==> config.mk <==
export PLATFORM = sky130hd
export DESIGN_NAME = pair_match_sequencer
export DESIGN_NICKNAME = d
export VERILOG_FILES = /design/src/rtl/pair_match_sequencer.sv
export SDC_FILE = /design/constraint.sdc
export NUM_CORES = 1
export LEC_CHECK = 0
export CELL_PAD_IN_SITES_DETAIL_PLACEMENT = 0
export CELL_PAD_IN_SITES_GLOBAL_PLACEMENT = 1
export CORE_UTILIZATION = 39
export CTS_CLUSTER_SIZE = 30
export DETAILED_ROUTE_END_ITERATION = 10
export GPL_ROUTABILITY_DRIVEN = 0
export PLACE_DENSITY = 0.77
export SLEW_MARGIN = 30
export SYNTH_ARGS = -nofsm -noshare
export SYNTH_HDL_FRONTEND = slang
export SYNTH_SLANG_ARGS = --single-unit
==> constraint.sdc <==
create_clock -name clk -period 1.9 [get_ports clk]
set_input_delay 0.285 -clock clk [delete_from_list [all_inputs] [get_ports clk]]
set_output_delay 0.285 -clock clk [all_outputs]
set_load 0.1 [all_outputs]
==> src/rtl/pair_match_sequencer.sv <==
// pair_match_sequencer
//
// Compares two W-bit operands two bits at a time, starting with the least
// significant pair. A single shared 2-bit cell evaluates one pair per clock.
// A pair "hits" when at least one of its two bit positions holds the same
// value in both operands. When the run ends the block reports a per-pair
// hit mask, the number of hits, and a flag that is set when every pair hit.
//
// Ports:
//   clk        rising-edge clock
//   rst        asynchronous, active-high reset
//   start      request an evaluation; taken only while ready=1
//   abort      synchronous cancel; also blocks a start in the same cycle
//   x, y       operands, captured when start is taken
//   ready      high while idle and able to take a start
//   done       one-cycle pulse when hit_mask/hit_count/all_hit are final
//   hit_mask   bit i = hit result of slice i (bits 2i+1:2i)
//   hit_count  number of set bits in hit_mask
//   all_hit    every slice hit; updated together with done and held after

module pair_match_sequencer #(
  parameter int W  = 8,
  parameter int NS = W / 2,
  parameter int CW = $clog2(NS + 1)
) (
  input  logic          clk,
  input  logic          rst,
  input  logic          start,
  input  logic          abort,
  input  logic [W-1:0]  x,
  input  logic [W-1:0]  y,
  output logic          ready,
  output logic          done,
  output logic [NS-1:0] hit_mask,
  output logic [CW-1:0] hit_count,
  output logic          all_hit
);

  // Slice index width; kept at least one bit so that NS=1 still elaborates.
  localparam int IW = (NS > 1) ? $clog2(NS) : 1;

  localparam logic [1:0] IDLE = 2'd0;
  localparam logic [1:0] RUN  = 2'd1;
  localparam logic [1:0] DONE = 2'd2;

  logic [1:0]    state;
  logic [IW-1:0] idx;
  logic [W-1:0]  xr;
  logic [W-1:0]  yr;

  logic [1:0]    pair_eq;
  logic          hit;
  logic [NS-1:0] mask_next;

  // Shared pair-match cell: selects slice idx of the captured operands.
  // {idx, 1'b0} is 2*idx, i.e. the low bit of the current pair.
  // NOTE: every signal written in always_comb gets a default first, so no
  // path through the block can leave it unassigned and infer a latch.
  always_comb begin
    pair_eq        = xr[{idx, 1'b0} +: 2] ~^ yr[{idx, 1'b0} +: 2];
    hit            = |pair_eq;
    mask_next      = hit_mask;
    mask_next[idx] = hit;
  end

  // ready and done come straight from flops; they are updated alongside the
  // state so that no input reaches an output through logic in one cycle.
  // NOTE: sequential state uses non-blocking assignments only, so every flop
  // samples the values that were present before the clock edge.
  // NOTE: the operand registers are reset along with everything else; they
  // are only a few flops, and this keeps the cell output known after reset.
  always_ff @(posedge clk or posedge rst) begin
    if (rst) begin
      state     <= IDLE;
      idx       <= '0;
      xr        <= '0;
      yr        <= '0;
      ready     <= 1'b1;
      done      <= 1'b0;
      hit_mask  <= '0;
      hit_count <= '0;
      all_hit   <= 1'b0;
    end else begin
      done <= 1'b0;

      case (state)
        IDLE: begin
          if (abort) begin
            // An abort while idle also clears the held results; a start
            // presented in the same cycle is dropped.
            hit_mask  <= '0;
            hit_count <= '0;
            all_hit   <= 1'b0;
          end else if (start) begin
            xr        <= x;
            yr        <= y;
            idx       <= '0;
            hit_mask  <= '0;
            hit_count <= '0;
            all_hit   <= 1'b0;
            ready     <= 1'b0;
            state     <= RUN;
          end
        end

        RUN: begin
          if (abort) begin
            hit_mask  <= '0;
            hit_count <= '0;
            all_hit   <= 1'b0;
            ready     <= 1'b1;
            state     <= IDLE;
          end else begin
            hit_mask  <= mask_next;
            hit_count <= hit_count + CW'(hit);
            if (idx == IW'(NS - 1)) begin
              // all_hit must see this cycle's slice, so it is taken from the
              // updated mask rather than the registered one.
              all_hit <= &mask_next;
              done    <= 1'b1;
              state   <= DONE;
            end else begin
              idx <= idx + 1'b1;
            end
          end
        end

        DONE: begin
          // done was asserted on entry and drops here; ready returns so the
          // earliest new start is taken one cycle after the done pulse.
          ready <= 1'b1;
          state <= IDLE;
          if (abort) begin
            hit_mask  <= '0;
            hit_count <= '0;
            all_hit   <= 1'b0;
          end
        end

        default: begin
          ready <= 1'b1;
          state <= IDLE;
        end
      endcase
    end
  end

endmodule

## After elaboration in Yosys (flattened, before gate mapping)

Index checks and enable logic that the tools add are counted.

- Bits in read-only memories: 0
- Register bits after elaboration: 30
- Word-level logic and storage cells: 75
- Memories kept: 0
- Memory bits (writable): 0
- Bits in latches: 0

- Multiplexer cells: 35
- Order comparisons: 2
- Reductions and logical operators: 12
- $add $sub $neg: 2
- Multipliers: 0
- Bitwise gates (word level): 2
- Equality and inequality tests: 11
- Shift-type cells: 2
- Div/mod/pow operators: 0

Operator list:

| kind | number |
|---|---|
| 2-bit 2-to-1 mux | 8 |
| 4-bit 2-to-1 mux | 4 |
| 8-bit by 4-bit indexed part select with 2-bit output | 2 |
| 3-bit 2-to-1 mux | 4 |
| 2-bit != test, second input constant | 6 |
| 4-bit one-hot mux with 3 select lines | 1 |
| 3-bit AND reduction | 4 |
| 1-bit 2-to-1 mux | 11 |
| 3-bit one-hot mux with 3 select lines | 1 |
| 2-bit one-hot mux with 2 select lines | 2 |
| 4-bit AND reduction | 2 |
| 3-bit != test, second input constant | 2 |
| 5-bit AND reduction | 1 |
| 4-bit bitwise mux | 1 |
| 2-bit equality test, second input constant | 2 |
| 3-bit by 1-bit adder with 3-bit output | 1 |
| 2-bit by 3-bit < comparator with 1-bit output, second input constant | 1 |
| 1-bit one-hot mux with 3 select lines | 1 |
| 3-bit nonzero test | 1 |
| 2-bit by 1-bit adder with 2-bit output, second input constant | 1 |
| 1-bit demux with 2-bit select | 1 |
| 2-bit by 1-bit equality test with 1-bit output, second input constant | 1 |
| 2-bit by 1-bit >= comparator with 1-bit output, second input constant | 1 |
| 2-bit logical NOT | 1 |
| 6 further kinds | 6 |

## Longest topological paths before layout

Gate-level depths: netlist of run 1.

- Depth after elaboration: 9
- Mapped depth: 9
- Mapped depth without buffers: 9

## Worst setup path after synthesis of run 1

Ideal clock, no wire load.

- Kind: register -> register
- Start point: register hit_count[0]
- End point: register hit_count[2]
- Buffers on the path: 0
- Required time: 1.736 ns
- Stages on the path, launching flop included: 6
- Clock period less this slack: 1.747 ns
- Data arrival time: 1.583 ns
- Setup slack: 0.153 ns
- Library setup time: 0.164 ns
- Path through: dfrtp_1 > ha_1 > ha_1 > nor2_1 > o21ai_0 > o21ai_0

- Longest elaborated chain between the ends: 3

Ends and longest elaborated chain:

| what | RTL line | text |
|---|---|---|
| start: declaration | 35 | `output logic [CW-1:0] hit_count,` |
| start signal: assignment | 115 | `hit_count <= hit_count + CW'(hit);` |
| 3-bit by 1-bit adder with 3-bit output | 115 |  |
| 3-bit 2-to-1 mux | 107 | `if (abort) begin` |
| 3-bit one-hot mux with 3 select lines | 86 | `case (state)` |

No other way between the ends.
A chain may end at the register's enable or synchronous reset.

## Worst setup path in the final report of run 1

- Start point: register yr[3]
- End point: register hit_count[1]

- Longest elaborated chain between the ends: 6

Ends and longest elaborated chain:

| what | RTL line | text |
|---|---|---|
| start: declaration | 49 | `logic [W-1:0] yr;` |
| start signal: assignment | 96 | `yr <= y;` |
| 8-bit by 4-bit indexed part select with 2-bit output | 60 | `pair_eq = xr[{idx, 1'b0} +: 2] ~^ yr[{idx, 1'b0} +: 2];` |
| 2-bit XNOR | 60 |  |
| 2-bit OR reduction | 61 | `hit = \|pair_eq;` |
| 3-bit by 1-bit adder with 3-bit output | 115 |  |
| 3-bit 2-to-1 mux | 107 |  |
| 3-bit one-hot mux with 3 select lines | 86 |  |

No other way between the ends.

==> results of run 1 <==
metrics by stage:
step                instance area (um2)  power (uW)
floorplan                          1430        1290
global placement                   1820        1490
detailed placement                 1820        1510
CTS                                1890        1920
global route                       1890        2010
finish                             1890        1890
flip-flops by register name, indices dropped and copies added (netlist names):
register / cells
state: 2
hit_mask: 4
done: 1
yr: 8
xr: 8
all_hit: 1
idx: 2
hit_count: 3
ready: 1
metal layers:
layer,global-route usage [%],wire [um],up-vias
met5,0,0,-
met4,8.72,43,0
met3,5.29,116,4
met2,26.8,1310,28
met1,17.5,1160,498
li1,-,-,493
final timing paths:
kind | endpoint | slack (ns) | cells after the start
worst min-delay path | all_hit | 0.31 | 3
worst max register to register | hit_count[1] | 0.17 | 7
worst min register to register | hit_count[2] | 0.50 | 1
min in group clk | hit_count[2] | 0.50 | 1
max in group asynchronous | ready | 1.26 | 3
worst max-delay path | hit_count[1] | 0.17 | 7
cell type report:
type                       instances  area share [%]
tap                               46            3.05
clock inverter                     2           0.663
multi-input combinational         77            33.4
clock buffer                       6            2.72
sequential                        30            39.8
inverter                           7            1.39
timing repair buffer              38            19.0
cells in the mapped netlist (all sizes together):
| library cell | instances | area, um2 |
|---|---|---|
| a22o | 2 | 17.5 |
| nor2b | 1 | 6.26 |
| o41ai | 1 | 8.76 |
| xnor2 | 1 | 8.76 |
| nand2 | 6 | 22.5 |
| o21ai | 9 | 45.0 |
| nand4 | 2 | 12.5 |
| xor2 | 7 | 61.3 |
| nor3b | 1 | 7.51 |
| or3b | 1 | 11.3 |
| o21bai | 1 | 7.51 |
| buf | 2 | 18.8 |
| a2bb2oi | 1 | 8.76 |
| nand3 | 1 | 5.00 |
| ha | 6 | 75.1 |
| dfrtp | 29 | 726 |
| nand4b | 1 | 8.76 |
| dfstp | 1 | 26.3 |
| a21oi | 1 | 5.00 |
| nand2b | 1 | 6.26 |
| mux2 | 17 | 195 |
| inv | 7 | 26.3 |
| o22a | 1 | 8.76 |
| o31ai | 6 | 50.1 |
| nor2 | 10 | 58.8 |
worst max-delay path, cell delays in order (launching register included):
cell and delay, ns:
dfrtp_1 0.40, xor2_1 0.16, nand2_1 0.09, o31ai_2 0.22, nor2_1 0.10, ha_1 0.19, ha_1 0.27, a22o_1 0.20
power by group through the flow:
stage          Clock (uW)  Combinational [uW]  Sequential, uW
6_report              400                 652             843
3_5_place_dp            0                 656             857
5_1_grt               441                 711             861
3_3_place_gp            0                 642             851
4_1_cts               414                 657             844
2_1_floorplan           0                 296             992
cell families (layout without fill, tap and decap cells):
logic type / after synthesis / in the layout / synth area share, %
AOI/OAI and AO/OA: 22 / 22 / 10.6
xor gates and xnor gates: 8 / 8 / 4.91
adders and majority gates: 6 / 6 / 5.26
buffers and inverters: 9 / 53 / 3.16
DFF: 30 / 30 / 52.7
muxes: 17 / 17 / 13.7
and+or+nand+nor: 24 / 24 / 9.73
==> reports/metrics.cfg, run 1 <==
[status]
status=finished clean

[finish]
stdcell_count=206
ff_latch_area_um2=752
finalNetCount=185
layout_commonest_cell=dfrtp_1
layout_common_cells=dfrtp_1, clkdlybuf4s50_1, buf_4
area_growth_pct=32.3
drive_above_1_share_pct=21.9
multi_input_area_um2=631
antennaDiodeCount=0
nFillCells=312
fin_util_pct=55.3

[power]
p_int_uw=1210
leakagePower_uw=0.000877
p_switching_uw=681
clockPowerShare_pct=21.1
max-vdd-ir-drop_uv=568
p_per_area_nw_per_um2=1000
seqPwrFrac_pct=44.5
switching_share_pct=35.9
pwr-share-comb_pct=34.4

[clock_network]
clk_path_buf_depth=2
cts_resized=0
clock_sinks=30
cts_root_buffer=clkbuf_4
htree_levels=2
numCtsBuffers=5
hold_buffers=0
postCtsSetupBuffers=0
cts.clk_slew.worst_paths_ns=0.11
cts_tree=yes
clk_latency_ns=0.33

[setup_path]
start_kind=register
cp-end-kind=register
cp.arrival_ns=1.94
worstPathRequired_ns=2.11
crit_type=register to register
startpoint=yr[3]
reg2reg_from=yr[3]
crit_fanout=2

[route]
wl_per_cell_um=12.8
drt-total-wl_mm=2.63
drt_iter0_drc=39
drtPass1Iterations=4
ant_nets=0
vias_per_cell=4.97
drc=0
vias=1023

[timing]
worst-slew-pin-transition_ns=0.370
period_share_pct=91.1
skew_ns=0.0147
fmax_ghz=0.578
slew_headroom_pct=75.3
worst_slack_ns=0.169
finalSetupTns_ns=0
drv_slew=0
hold_viol_final=0
setup_viol_count_final=0
hold_slack_ns=0.306
rsz0062_at_grt=false
fin_crit_ns=1.73

[global_route]
grt_max_degree=31
grt-ovfl-total=0
grt_pass1_wl_mm=4.71
grt_util_all_layers_pct=15.9
grt_pass1_vias=1058
grt_antenna_before_repair=0

[die]
ios=30
die_w_um=62.5
start_util_pct=41.8
die_area_um2=3910
core_um2=3420
rows=21
die_h_um=62.5

[synthesis]
ys_warn_count=0
seq_area_frac_synth_pct=52.7
syn-instance-count=116
synth-seq-cells=30
avgSynthCellArea_um2=12.3
synth_fp_nets=142
netlist_area_um2=1430
yosysUniqueCellTypes=32

[job]
drv_cap=0

[placed_design]
hpwl_mm=1.98
dp.cells=198
place.port_buffers=29
post-place-ws_ns=-0.0139

[min_path]
hold_path_class=input port to asynchronous set/reset pin

Power figures use the tool's default switching activity.
==> run 2: changes to the inputs <==
REMOVE_ABC_BUFFERS = 1   (was unset)
SLEW_MARGIN = 25   (was 30)
==> run 2 against run 1 <==
Compared with the run above:
- utilization down 0.11 points
- sequential power about the same
- combinational power down 0.9%
- clock power down 2%
- global-route usage down 0.94 points
- largest cell class unchanged
- highest routed layer unchanged
==> reports/metrics.cfg, run 2 (same netlist as run 1, synthesis figures left out) <==
[placed_design]
hpwl_mm=1.93  ; was 1.98 mm
place_area_um2=1820  ; unchanged
place.port_buffers=29  ; unchanged
dp.cells=198  ; unchanged

[timing]
fin_crit_ns=1.73  ; about the same
fmax_ghz=0.579  ; was 0.578 GHz
period_share_pct=90.9  ; was 91.1%
worst-slew-pin-transition_ns=0.284  ; was 0.370 ns
rsz0062_at_grt=false  ; unchanged
skew_ns=0.00594  ; was 0.0147 ns
hold_viol_final=0  ; unchanged
setup_viol_count_final=0  ; unchanged
slew_headroom_pct=80.8  ; was 75.3%
drv_slew=0  ; unchanged

[finish]
drive_above_1_share_pct=21.3  ; was 21.9%
layout_common_cells=dfrtp_1, clkdlybuf4s50_1, buf_4  ; unchanged
finalNetCount=185  ; unchanged
antennaDiodeCount=0  ; unchanged
fin_util_pct=55.2  ; was 55.3%
stdcell_count=206  ; unchanged
reg_top3=xr: 8 flops, yr: 8 flops, hit_mask: 4 flops  ; unchanged
area_growth_pct=32.0  ; was 32.3%
layout_commonest_cell=dfrtp_1  ; unchanged
fin_area_um2=1880  ; was 1890 um2

[route]
vias=1000  ; was 1023
drtPass1Iterations=4  ; unchanged
vias_per_cell=4.85  ; was 4.97
ant_nets=0  ; unchanged
drt_iter0_drc=38  ; was 39
drt-total-wl_mm=2.51  ; was 2.63 mm
drc=0  ; unchanged
wl_per_cell_um=12.2  ; was 12.8 um

[setup_path]
cp.arrival_ns=1.95  ; was 1.94 ns
crit_chain=xor2_1 -> nand2_1 -> o31ai_2 -> nor2_1 -> ha_1 -> ha_1 -> a22o_1  ; unchanged
startpoint=yr[3]  ; unchanged
critical_path.slowest_cell=dfrtp_1  ; unchanged
crit_path_frequent_cell=ha_1  ; unchanged
worstPathRequired_ns=2.12  ; was 2.11 ns
crit_fanout=2  ; unchanged
reg2reg_from=yr[3]  ; unchanged
crit_type=register to register  ; unchanged
reg2reg_slack_ns=0.17  ; about the same
worst_path_largest_cell_delay_ns=0.39  ; was 0.40 ns
cp-end-kind=register  ; unchanged
start_kind=register  ; unchanged

[clock_network]
cts_resized=0  ; unchanged
cts_root_buffer=clkbuf_4  ; unchanged
htree_levels=2  ; unchanged
clock_sinks=30  ; unchanged
cts_tree=yes  ; unchanged
clk_latency_ns=0.32  ; was 0.33 ns
postCtsSetupBuffers=0  ; unchanged
clk_path_buf_depth=2  ; unchanged
cts.clk_slew.worst_paths_ns=0.09  ; was 0.11 ns
hold_buffers=0  ; unchanged
numCtsBuffers=5  ; unchanged

[global_route]
grt_util_all_layers_pct=14.9  ; was 15.9%
grt_pass1_vias=1041  ; was 1058
grt_pass1_wl_mm=4.52  ; was 4.71 mm
grt_max_degree=21  ; was 31
grt-ovfl-total=0  ; unchanged
grt_antenna_before_repair=0  ; unchanged

[die]
die_area_um2=3910  ; unchanged
core_um2=3420  ; unchanged
die_h_um=62.5  ; unchanged
ios=30  ; unchanged
rows=21  ; unchanged
die_w_um=62.5  ; unchanged
start_util_pct=41.8  ; unchanged

[power]
pwr-share-comb_pct=34.3  ; was 34.4%
clockPowerShare_pct=20.9  ; was 21.1%
p_int_uw=1210  ; about the same
leakagePower_uw=0.000877  ; about the same
max-vdd-ir-drop_uv=513  ; was 568 uV
p_switching_uw=665  ; was 681 uW
seqPwrFrac_pct=44.8  ; was 44.5%
switching_share_pct=35.4  ; was 35.9%
p_per_area_nw_per_um2=998  ; was 1000 nW/um2

[job]
drv_cap=0  ; unchanged

[min_path]
hold_path_class=input port to asynchronous set/reset pin  ; unchanged

[status]
status=finished clean  ; unchanged

run 2: changes by cell type in the layout (fill, tap and decap cells not counted):
| cell | previous run | this run |
|---|---|---|
| clkinvlp_4 | 1 | 0 |
| clkbuf_1 | 0 | 1 |
run 2: through the flow:
stage / setup slack, ns / power [uW] / hold slack, ns / setup TNS (ns)
2_1_floorplan: -0.197 / 1280 / 0.375 / -2.84
3_3_place_gp: 0.00353 / 1490 / 0.467 / 0
3_5_place_dp: -0.00832 / 1510 / 0.480 / -0.0146
4_1_cts: 0.132 / 1910 / 0.241 / 0
5_1_grt: 0.0449 / 2010 / 0.271 / 0
6_report: 0.174 / 1880 / 0.242 / 0
run 2: worst paths after layout:
path,end,depth (start not counted)
max,hit_count[1],7
min,hit_count[2],3
max reg2reg,hit_count[1],7
min reg2reg,hit_count[2],1
max in group asynchronous,ready,3
min in group clk,hit_count[2],1
run 2: cell type report:
cell class                 count  area [um2]
fill                         313        1530
sequential                    30         752
multi-input combinational     77         631
timing repair buffer          38         358
tap                           46        57.6
clock buffer                   7        55.1
inverter                       7        26.3
clock inverter                 1        5.00
run 2: power by group through the flow:
stage / clock (uW) / combinational (uW) / sequential, uW
2_1_floorplan: 0 / 291 / 991
3_3_place_gp: 0 / 641 / 847
3_5_place_dp: 0 / 654 / 856
4_1_cts: 411 / 658 / 843
5_1_grt: 451 / 708 / 856
6_report: 392 / 646 / 842
run 2: critical path: cells and delay by family (launching register included):
family | cells | cell delay, ns
compound gates | 2 | 0.44
xor+xnor | 1 | 0.17
fa+ha+maj | 2 | 0.45
flops | 1 | 0.39
simple gates | 2 | 0.17
run 2: layer usage:
layer  up-vias  track usage [%]  wire (um)
met5         -                0          0
met4         0             7.85         48
met3         7             4.56        120
met2        26             26.1       1280
met1       476             16.1       1060
li1        491                -          -
